## config.mk

```make
export PLATFORM = sky130hd
export DESIGN_NAME = vga_display_controller
export DESIGN_NICKNAME = d
export VERILOG_FILES = /design/src/rtl/vga_display_controller.sv
export SDC_FILE = /design/constraint.sdc
export NUM_CORES = 1
export LEC_CHECK = 0
export BUFFER_PORTS_ARGS = -buffer_cell sky130_fd_sc_hd__buf_2
export CAP_MARGIN = 20
export CORE_MARGIN = 8
export CORE_UTILIZATION = 45
export DETAILED_ROUTE_END_ITERATION = 8
export GPL_TIMING_DRIVEN = 0
export PLACE_DENSITY = 0.74
export REMOVE_ABC_BUFFERS = 1
export SETUP_SLACK_MARGIN = 0.2
export SLEW_MARGIN = 20
export SYNTH_ARGS = -nofsm -noshare
export SYNTH_HDL_FRONTEND = slang
export SYNTH_SLANG_ARGS = --single-unit
```

## constraint.sdc

```tcl
create_clock -name clk_i -period 3.7 [get_ports clk_i]
set_clock_uncertainty 0.15 [all_clocks]
set_input_delay 0.185 -clock clk_i [delete_from_list [all_inputs] [get_ports clk_i]]
set_output_delay 0.185 -clock clk_i [all_outputs]
set_load 0.01 [all_outputs]
```

## src/rtl/vga_display_controller.sv

```systemverilog
// Raster timing generator with warm-up blanking and frame-synchronous force-black.
// Every output is registered from the next (h,v), so outputs line up with the counters. There is no backpressure.
module vga_display_controller #(
  parameter int unsigned H_ACTIVE     = 640,
  parameter int unsigned H_FP         = 16,
  parameter int unsigned H_SYNC       = 96,
  parameter int unsigned H_BP         = 48,
  parameter int unsigned V_ACTIVE     = 480,
  parameter int unsigned V_FP         = 10,
  parameter int unsigned V_SYNC       = 2,
  parameter int unsigned V_BP         = 33,
  parameter bit          SYNC_POL     = 1'b0,
  parameter int unsigned BLANK_FRAMES = 2
) (
  input  logic       clk_i,
  input  logic       rst_i,
  input  logic       enable_i,
  input  logic       force_black_i,
  output logic       hsync_o,
  output logic       vsync_o,
  output logic       dena_o,
  output logic       black_flag_o,
  output logic [9:0] pixel_x_o,
  output logic [9:0] pixel_y_o,
  output logic       line_start_o,
  output logic       frame_start_o
);

  localparam int unsigned H_TOTAL = H_ACTIVE + H_FP + H_SYNC + H_BP;
  localparam int unsigned V_TOTAL = V_ACTIVE + V_FP + V_SYNC + V_BP;
  localparam int unsigned HW      = $clog2(H_TOTAL + 1);
  localparam int unsigned VW      = $clog2(V_TOTAL + 1);
  localparam int unsigned FW      = (BLANK_FRAMES > 0) ? $clog2(BLANK_FRAMES + 1) : 1;

  localparam logic [HW-1:0] H_LAST = HW'(H_TOTAL - 1);
  localparam logic [HW-1:0] H_ACT  = HW'(H_ACTIVE);
  localparam logic [HW-1:0] HS_BEG = HW'(H_ACTIVE + H_FP);
  localparam logic [HW-1:0] HS_END = HW'(H_ACTIVE + H_FP + H_SYNC);
  localparam logic [VW-1:0] V_LAST = VW'(V_TOTAL - 1);
  localparam logic [VW-1:0] V_ACT  = VW'(V_ACTIVE);
  localparam logic [VW-1:0] VS_BEG = VW'(V_ACTIVE + V_FP);
  localparam logic [VW-1:0] VS_END = VW'(V_ACTIVE + V_FP + V_SYNC);
  localparam logic [FW-1:0] F_LAST = FW'((BLANK_FRAMES > 0) ? BLANK_FRAMES - 1 : 0);

  typedef enum logic [1:0] {
    S_IDLE   = 2'd0,
    S_WARMUP = 2'd1,
    S_RUN    = 2'd2
  } state_t;

  state_t        state_q;
  logic [HW-1:0] h_q, h_d;
  logic [VW-1:0] v_q, v_d;
  logic [FW-1:0] fcnt_q;
  logic          black_q;
  logic          hsync_q, vsync_q, dena_q, line_start_q, frame_start_q;
  logic [9:0]    pixel_x_q, pixel_y_q;

  logic       h_last, frame_end, active_d;
  logic       dena_d, hsync_d, vsync_d, line_start_d, frame_start_d;
  logic [9:0] pixel_x_d, pixel_y_d;

  assign h_last    = (h_q == H_LAST);
  assign frame_end = h_last && (v_q == V_LAST);

  // The cycle after an IDLE->active edge shows (0,0), so counters only advance once already running.
  always_comb begin
    h_d      = '0;
    v_d      = '0;
    active_d = enable_i;
    if (enable_i && (state_q != S_IDLE)) begin
      h_d = h_last ? '0 : h_q + HW'(1);
      v_d = v_q;
      if (h_last) begin
        v_d = (v_q == V_LAST) ? '0 : v_q + VW'(1);
      end
    end
  end

  always_comb begin
    dena_d        = active_d && (h_d < H_ACT) && (v_d < V_ACT);
    hsync_d       = (active_d && (h_d >= HS_BEG) && (h_d < HS_END)) ? SYNC_POL : ~SYNC_POL;
    vsync_d       = (active_d && (v_d >= VS_BEG) && (v_d < VS_END)) ? SYNC_POL : ~SYNC_POL;
    line_start_d  = active_d && (h_d == '0);
    frame_start_d = line_start_d && (v_d == '0);
    pixel_x_d     = dena_d ? 10'(h_d) : 10'd0;
    pixel_y_d     = dena_d ? 10'(v_d) : 10'd0;
  end

  always_ff @(posedge clk_i) begin
    if (rst_i) begin
      state_q       <= S_IDLE;
      h_q           <= '0;
      v_q           <= '0;
      fcnt_q        <= '0;
      black_q       <= 1'b1;
      dena_q        <= 1'b0;
      hsync_q       <= ~SYNC_POL;
      vsync_q       <= ~SYNC_POL;
      line_start_q  <= 1'b0;
      frame_start_q <= 1'b0;
      pixel_x_q     <= '0;
      pixel_y_q     <= '0;
    end else begin
      h_q           <= h_d;
      v_q           <= v_d;
      dena_q        <= dena_d;
      hsync_q       <= hsync_d;
      vsync_q       <= vsync_d;
      line_start_q  <= line_start_d;
      frame_start_q <= frame_start_d;
      pixel_x_q     <= pixel_x_d;
      pixel_y_q     <= pixel_y_d;
      if (!enable_i) begin
        state_q <= S_IDLE;
        fcnt_q  <= '0;
        black_q <= 1'b1;
      end else begin
        case (state_q)
          S_IDLE: begin
            fcnt_q <= '0;
            // With no warm-up the enable edge is itself the first frame boundary.
            if (BLANK_FRAMES == 0) begin
              state_q <= S_RUN;
              black_q <= force_black_i;
            end else begin
              state_q <= S_WARMUP;
            end
          end
          S_WARMUP: begin
            if (frame_end) begin
              fcnt_q <= fcnt_q + FW'(1);
              if (fcnt_q == F_LAST) begin
                state_q <= S_RUN;
                black_q <= force_black_i;
              end
            end
          end
          S_RUN: begin
            if (frame_end) begin
              black_q <= force_black_i;
            end
          end
          default: begin
            state_q <= S_IDLE;
            black_q <= 1'b1;
          end
        endcase
      end
    end
  end

  assign hsync_o       = hsync_q;
  assign vsync_o       = vsync_q;
  assign dena_o        = dena_q;
  assign black_flag_o  = black_q;
  assign pixel_x_o     = pixel_x_q;
  assign pixel_y_o     = pixel_y_q;
  assign line_start_o  = line_start_q;
  assign frame_start_o = frame_start_q;

endmodule

```

==> summary.txt, run 1 <==
Cells and area
  – Layout area overhead: 11.2%
  – Inserted Diodes: 0
  – Most common cell after layout, fill and taps aside: dfxtp_1
  – # nets final: 303
  – Layout cell share with drive strength beyond 1: 0.199
  – Post-Layout Cell Count: 362
  – Most frequent cells in the layout: dfxtp_1 (50), nor2_1 (36), nand2_1 (29), buf_2 (29), nand3_1 (12)

Route
  – Final antenna-violating net count: 0
  – 1st-iter DRT viols: 105
  – DRC Markers: 0
  – Via density: 5.44
  – Overall routed net length: 5.14 mm
  – Drt first pass iters: 4
  – Vias post-DR: 1,970
  – Wirelength per Cell: 14.2 um

Global route
  – First-pass GRT wire length: 8.54 mm
  – Largest net degree at the start of global routing: 20
  – Total track usage: 0.140
  – Vias in the first global route: 1,850
  – Initial antenna violation count: 0
  – Aggregate global routing overflow: 0

Yosys
  – FFs w/ async S/R, synth: 0
  – Primary FF master, synth: dfxtp_1
  – Seq/Total Area, Yosys: 0.418
  – Synth top area cells: dfxtp_1 (42%), nor2_1 (5.6%), nand2_1 (4.5%)
  – Yosys warns: 0
  – Cell count after synthesis: 267
  – Distinct cells, synth: 52
  – Largest area contributor in the netlist: dfxtp_1
  – Mean Syn Cell Area: 8.97 sq um
  – Seq cells post-synth: 50
  – Mapped Area: 2390 sq um
  – Post-synth EDFFs: 0
  – Post-synth top area share: 0.418

Power and ir drop
  – Net switching power: 204 uW
  – Combinational share of power: 0.056
  – Internal power: 688 uW
  – Net Sw Frac: 0.229
  – Clock power frac: 0.334
  – Tot Pwr: 892 uW
  – Worst vdd rail ir drop: 0.000207 V
  – Power Density: 335 nW/um^2
  – Leak Pwr: 0.000982 uW
  – Sequential share of power: 0.611

Clocking
  – Num CTS Buffers: 5
  – Clock buffer depth: 2
  – TritonCTS clock tree: done
  – Reg clk slew, reported paths: 0.08 ns
  – H-Tree Depth: 2
  – Post-CTS Repair Setup Buffers: 0
  – Clock Sinks: 50
  – Root buf cell: clkbuf_8
  – Clock Latency Late Sink: 0.30 ns

Timing
  – Clock period minus final worst setup slack: 3.19 ns
  – Fmax: 314 MHz
  – # setup viols final: 0
  – Final Hold Viols: 0
  – Rel. slew slack: 0.311
  – Max-slew violation count: 0
  – RSZ-0062 raised after global routing: no
  – Final Cycle Share: 0.861
  – Worst-margin pin slew: 1.03 ns
  – Setup TNS: 0 ns
  – Final hold slack: 0.120 ns

Die
  – Core Area: 5110 sq um
  – Die X: 89.0 um
  – Full die area: 7910 sq um
  – I/O pin cnt: 30
  – Row count: 26
  – Die H: 89.0 um
  – Starting Density: 0.469

Status
  – Status: completed

Setup path
  – Worst Path Max Fanout: 11
  – Critical path class: flop to flop
  – Arr. time, crit path: 3.22 ns
  – Setup crit end kind: flop
  – Startpoint types: flop
  – Data required, critical path: 3.74 ns

Run
  – Max_cap viols: 0

Placement
  – Final RePlAce weighted congestion: 0.884
  – Dpl hpwl: 3.78 mm
  – DP Cell Count: 354
  – Port-buffer cells: 29

Hold path
  – Worst Hold Class: input port to flop
==> worst max-delay path, stage by stage (launching register included) <==
cell	delay, ns
dfxtp_1	0.38
inv_1	0.08
ha_1	0.27
nor2b_1	0.82
o221ai_1	0.43
o221a_2	0.40
o211ai_2	0.24
buf_6	0.24
nor3_2	0.05
==> sequential cells by signal, summed over array words and instances (netlist names) <==
register	cells
h_q	10
pixel_x_o	10
pixel_y_o	10
v_q	10
fcnt_q	2
state_q	2
black_flag_o	1
dena_o	1
frame_start_o	1
hsync_o	1
line_start_o	1
vsync_o	1
==> through the flow <==
stage | utilization | setup WS, ns | instance area (sq um)
final | 0.522 | 0.513 | 2660
after global placement | 0.501 | 0.376 | 2560
after CTS | 0.522 | 0.542 | 2660
after global routing | 0.522 | 0.294 | 2660
after detailed placement | 0.503 | 0.548 | 2570
after floorplan | - | 0.989 | 2330
==> layer usage <==
metal	GRT usage	vias to the layer above	share of wire
met2	0.239	54	0.49
met1	0.154	920	0.43
met4	0.0665	0	0.020
met3	0.0432	10	0.063
met5	0	-	0
li1	-	986	-
==> area by class of cell <==
cell class | count | area [sq um]
repair buffers | 31 | 166
fillers | 489 | 2440
well taps | 70 | 87.6
clock buffers | 5 | 68.8
clock inverters | 2 | 15.0
flip-flops and latches | 50 | 1000
multi-input cells | 197 | 1300
inverters | 7 | 26.3
==> power by group through the flow <==
stage                     combinational, uW  sequential (uW)  clock (uW)
after floorplan                        28.8              558           0
after global placement                 46.6              557           0
after detailed placement               48.9              557           0
after CTS                              49.9              545         316
after global routing                   55.0              546         345
final                                  49.7              545         298
==> kinds of logic after synthesis <==
| family | after synthesis | synth area share |
|---|---|---|
| xor gates and xnor gates | 15 | 0.0549 |
| DFF | 50 | 0.418 |
| buffers and inverters | 20 | 0.0397 |
| AOI/OAI and AO/OA | 31 | 0.0914 |
| muxes | 4 | 0.0172 |
| adders and majority gates | 7 | 0.0366 |
| other | 1 | 0.00157 |
| and+or+nand+nor | 139 | 0.341 |
==> synth_stat cells (3+ instances only) <==
master    number
nand2_1       29
xor2_1         6
o21ai_1        6
nand2b_1       6
nor3b_1        3
inv_1          6
clkbuf_1       7
nor3_1        10
nand4_1        6
nor4_4         3
ha_1           7
mux2i_1        3
nor4_1         5
xnor2_1        9
a21oi_1        6
o21ai_0        3
nor2_1        36
and3_1         3
and4_1         3
dfxtp_1       50
nor3_2         7
nand3_1       12
==> what timing repair did <==
| item | in CTS | in global routing |
|---|---|---|
| gates resized for setup | 0 | 0 |
| hold endpoints to repair | 1 | 0 |
| hold buffers | 1 | 0 |
==> path summary, 6_finish.rpt <==
path,startpoint,to,slack (ns),cells after the start
worst max-delay path,state_q[0],pixel_y_o[2],0.51,8
worst min-delay path,rst_i,h_q[4],0.12,2
worst max register to register,state_q[0],pixel_y_o[2],0.51,8
worst min register to register,fcnt_q[1],fcnt_q[1],0.33,2
Note: power is estimated with default switching activity, not from simulation.
==> run 2, diff against run 1 <==
--- a/config.mk
+++ b/config.mk
@@ -7,6 +7,7 @@
 export LEC_CHECK = 0
 export BUFFER_PORTS_ARGS = -buffer_cell sky130_fd_sc_hd__buf_2
 export CAP_MARGIN = 20
+export CORE_ASPECT_RATIO = 2
 export CORE_MARGIN = 8
 export CORE_UTILIZATION = 45
 export DETAILED_ROUTE_END_ITERATION = 8
==> run 2 against run 1 <==
Against the previous run: core utilization up 0.49 points; critical endpoint is now pixel_x_o[4]; register-to-register slack gained 0.15 ns; sequential share of layout area is 0.57 points lower; setup slack better by 0.15 ns; flip-flop and latch count did not move; critical path type unchanged; die area increased by 1.8%; combinational power is 2% lower; maximum frequency up 4.8%; worst hold slack got worse by 0.025 ns; cell area rose by 1.6%; highest routed layer unchanged; wire length up 8.2%; first-iteration DRC count fell by 36%.
==> summary.txt, run 2 (synthesized netlist as in run 1, its figures left out) <==
Power and ir drop
  – Leak Pwr: 0.00101 uW (+3.0%)
  – Net switching power: 215 uW (+5.2%)
  – Power Density: 392 nW/um^2 (+17%)
  – Tot Pwr: 1060 uW (+19%)
  – Internal power: 846 uW (+23%)
  – Worst vdd rail ir drop: 0.000491 V (+140%)
  – Combinational share of power: 0.046 (-0.010)
  – Sequential share of power: 0.513 (-0.098)
  – Clock power frac: 0.441 (+0.107)
  – Net Sw Frac: 0.202 (-0.0264)

Timing
  – Max-slew violation count: 0 (unchanged)
  – Worst-margin pin slew: 0.958 ns (-0.0728 ns)
  – # setup viols final: 0 (unchanged)
  – RSZ-0062 raised after global routing: no
  – Rel. slew slack: 0.360 (+0.0486)
  – Setup TNS: 0 ns (unchanged)
  – Clock period minus final worst setup slack: 3.04 ns (-0.147 ns)
  – Final Cycle Share: 0.822 (-0.0397)
  – Fmax: 329 MHz (+4.8%)
  – Final Hold Viols: 0 (unchanged)

Route
  – Final antenna-violating net count: 0 (unchanged)
  – Vias post-DR: 1,958 (-0.61%)
  – Drt first pass iters: 4 (unchanged)
  – Via density: 5.59 (+2.8%)
  – Overall routed net length: 5.56 mm (+8.2%)
  – Wirelength per Cell: 15.9 um (+12%)
  – DRC Markers: 0 (unchanged)
  – 1st-iter DRT viols: 67 (-36%)

Global route
  – Initial antenna violation count: 0 (unchanged)
  – GRT met3 Usage: 0.0263 (-0.0169)
  – Global Route met1 Usage: 0.124 (-0.0306)
  – Gr busiest metal: met2
  – Vias in the first global route: 1,974 (+6.7%)
  – Largest net degree at the start of global routing: 21 (+5.0%)
  – Aggregate global routing overflow: 0 (unchanged)
  – Total track usage: 0.145 (+0.00553)
  – First-pass GRT wire length: 9.02 mm (+5.7%)
  – Routing usage on met2: 0.274 (+0.0345)

Die
  – Die H: 119 um (+34%)
  – I/O pin cnt: 30 (unchanged)
  – Core Area: 5140 sq um (+0.61%)
  – Row count: 37 (+42%)
  – Die X: 67.6 um (-24%)
  – Full die area: 8050 sq um (+1.8%)
  – Starting Density: 0.466 (-0.00285)

Clocking
  – Root buf cell: clkbuf_8
  – Post-CTS Repair Setup Buffers: 0 (unchanged)
  – Reg clk slew, reported paths: 0.08 ns (about the same)
  – Num CTS Buffers: 5 (unchanged)
  – TritonCTS clock tree: done
  – H-Tree Depth: 2 (unchanged)
  – Clock buffer depth: 2 (unchanged)
  – Clock Sinks: 50 (unchanged)
  – Clock Latency Late Sink: 0.31 ns (about the same)

Hold path
  – Worst Hold Class: input port to flop
  – Hold Path Stages: 3 (+1)

Cells and area
  – Most common cell after layout, fill and taps aside: dfxtp_1
  – Layout area overhead: 13.0%
  – Most frequent cells in the layout: dfxtp_1 (50), nor2_1 (36), nand2_1 (29), buf_2 (29), nand3_1 (12)
  – Layout cell share with drive strength beyond 1: 0.199 (unchanged)
  – Inserted Diodes: 0 (unchanged)
  – Final Util: 0.526 (+0.00486)
  – # nets final: 302 (-0.33%)

Setup path
  – Worst Path Max Fanout: 20 (+9)
  – Critical path class: flop to flop
  – Setup crit end kind: flop
  – Startpoint types: flop
  – Arr. time, crit path: 3.06 ns (-0.16 ns)
  – Data required, critical path: 3.72 ns (-0.02 ns)
  – R2R depth: 7 (-1)

Placement
  – Final RePlAce weighted congestion: 0.945 (+6.9%)
  – Dpl hpwl: 4.22 mm (+12%)
  – Port-buffer cells: 29 (unchanged)

Run
  – Max_cap viols: 0 (unchanged)

Status
  – Status: completed
==> run 2: cell types whose count changed in the layout (fill, tap and decap cells not counted) <==
cell and delta:
bufinv_16 +2, clkinvlp_4 -2, buf_6 -1, clkbuf_8 +1, o211ai_2 -1, o211ai_4 +1
==> run 2: final timing paths <==
check / startpoint / end / slack (ns)
setup reg to reg: state_q[1] / pixel_x_o[4] / 0.66
hold reg to reg: fcnt_q[1] / fcnt_q[1] / 0.32
hold / removal: enable_i / fcnt_q[1] / 0.1
setup / recovery: state_q[1] / pixel_x_o[4] / 0.66
==> run 2: repair_timing <==
item,in CTS,in global routing
setup endpoints to repair,0,12
hold endpoints to repair,1,0
resized for setup,0,1
hold buffers,1,0
==> run 2: layer usage <==
layer	vias up	routed length, um
li1	983	-
met1	918	1890
met2	39	3240
met3	18	159
met4	0	270
met5	-	0
==> run 2: layout make-up <==
cell class                 count  area (sq um)
clock buffer                   6          82.6
inverter                       7          26.3
tap                           58          72.6
clock inverter                 2          60.1
sequential                    50          1000
fill                         503          2430
multi-input combinational    197          1310
timing repair buffer          30           155
==> run 2: power by group through the flow <==
| stage | Combinational [uW] | Clock (uW) | Sequential (uW) |
|---|---|---|---|
| final | 48.6 | 468 | 544 |
| after CTS | 48.0 | 477 | 544 |
| after global placement | 46.5 | 0 | 557 |
| after global routing | 52.8 | 500 | 545 |
| after detailed placement | 47.2 | 0 | 557 |
| after floorplan | 28.8 | 0 | 558 |
==> run 2: through the flow <==
stage,area [sq um],setup WS (ns),std cells,hold WS [ns]
finish,2710,0.659,350,0.0953
global route,2710,0.435,350,0.137
CTS,2700,0.422,350,0.101
detailed placement,2540,0.453,341,0.296
global placement,2540,0.497,341,0.300
floorplan,2330,0.989,254,0.107
==> run 2: worst max-delay path, cell delays in order (launching register included) <==
cell	delay, ns
dfxtp_1	0.38
inv_1	0.08
ha_1	0.25
nor2b_1	0.76
o221ai_1	0.45
o221a_2	0.42
o211ai_4	0.29
nor2_1	0.12
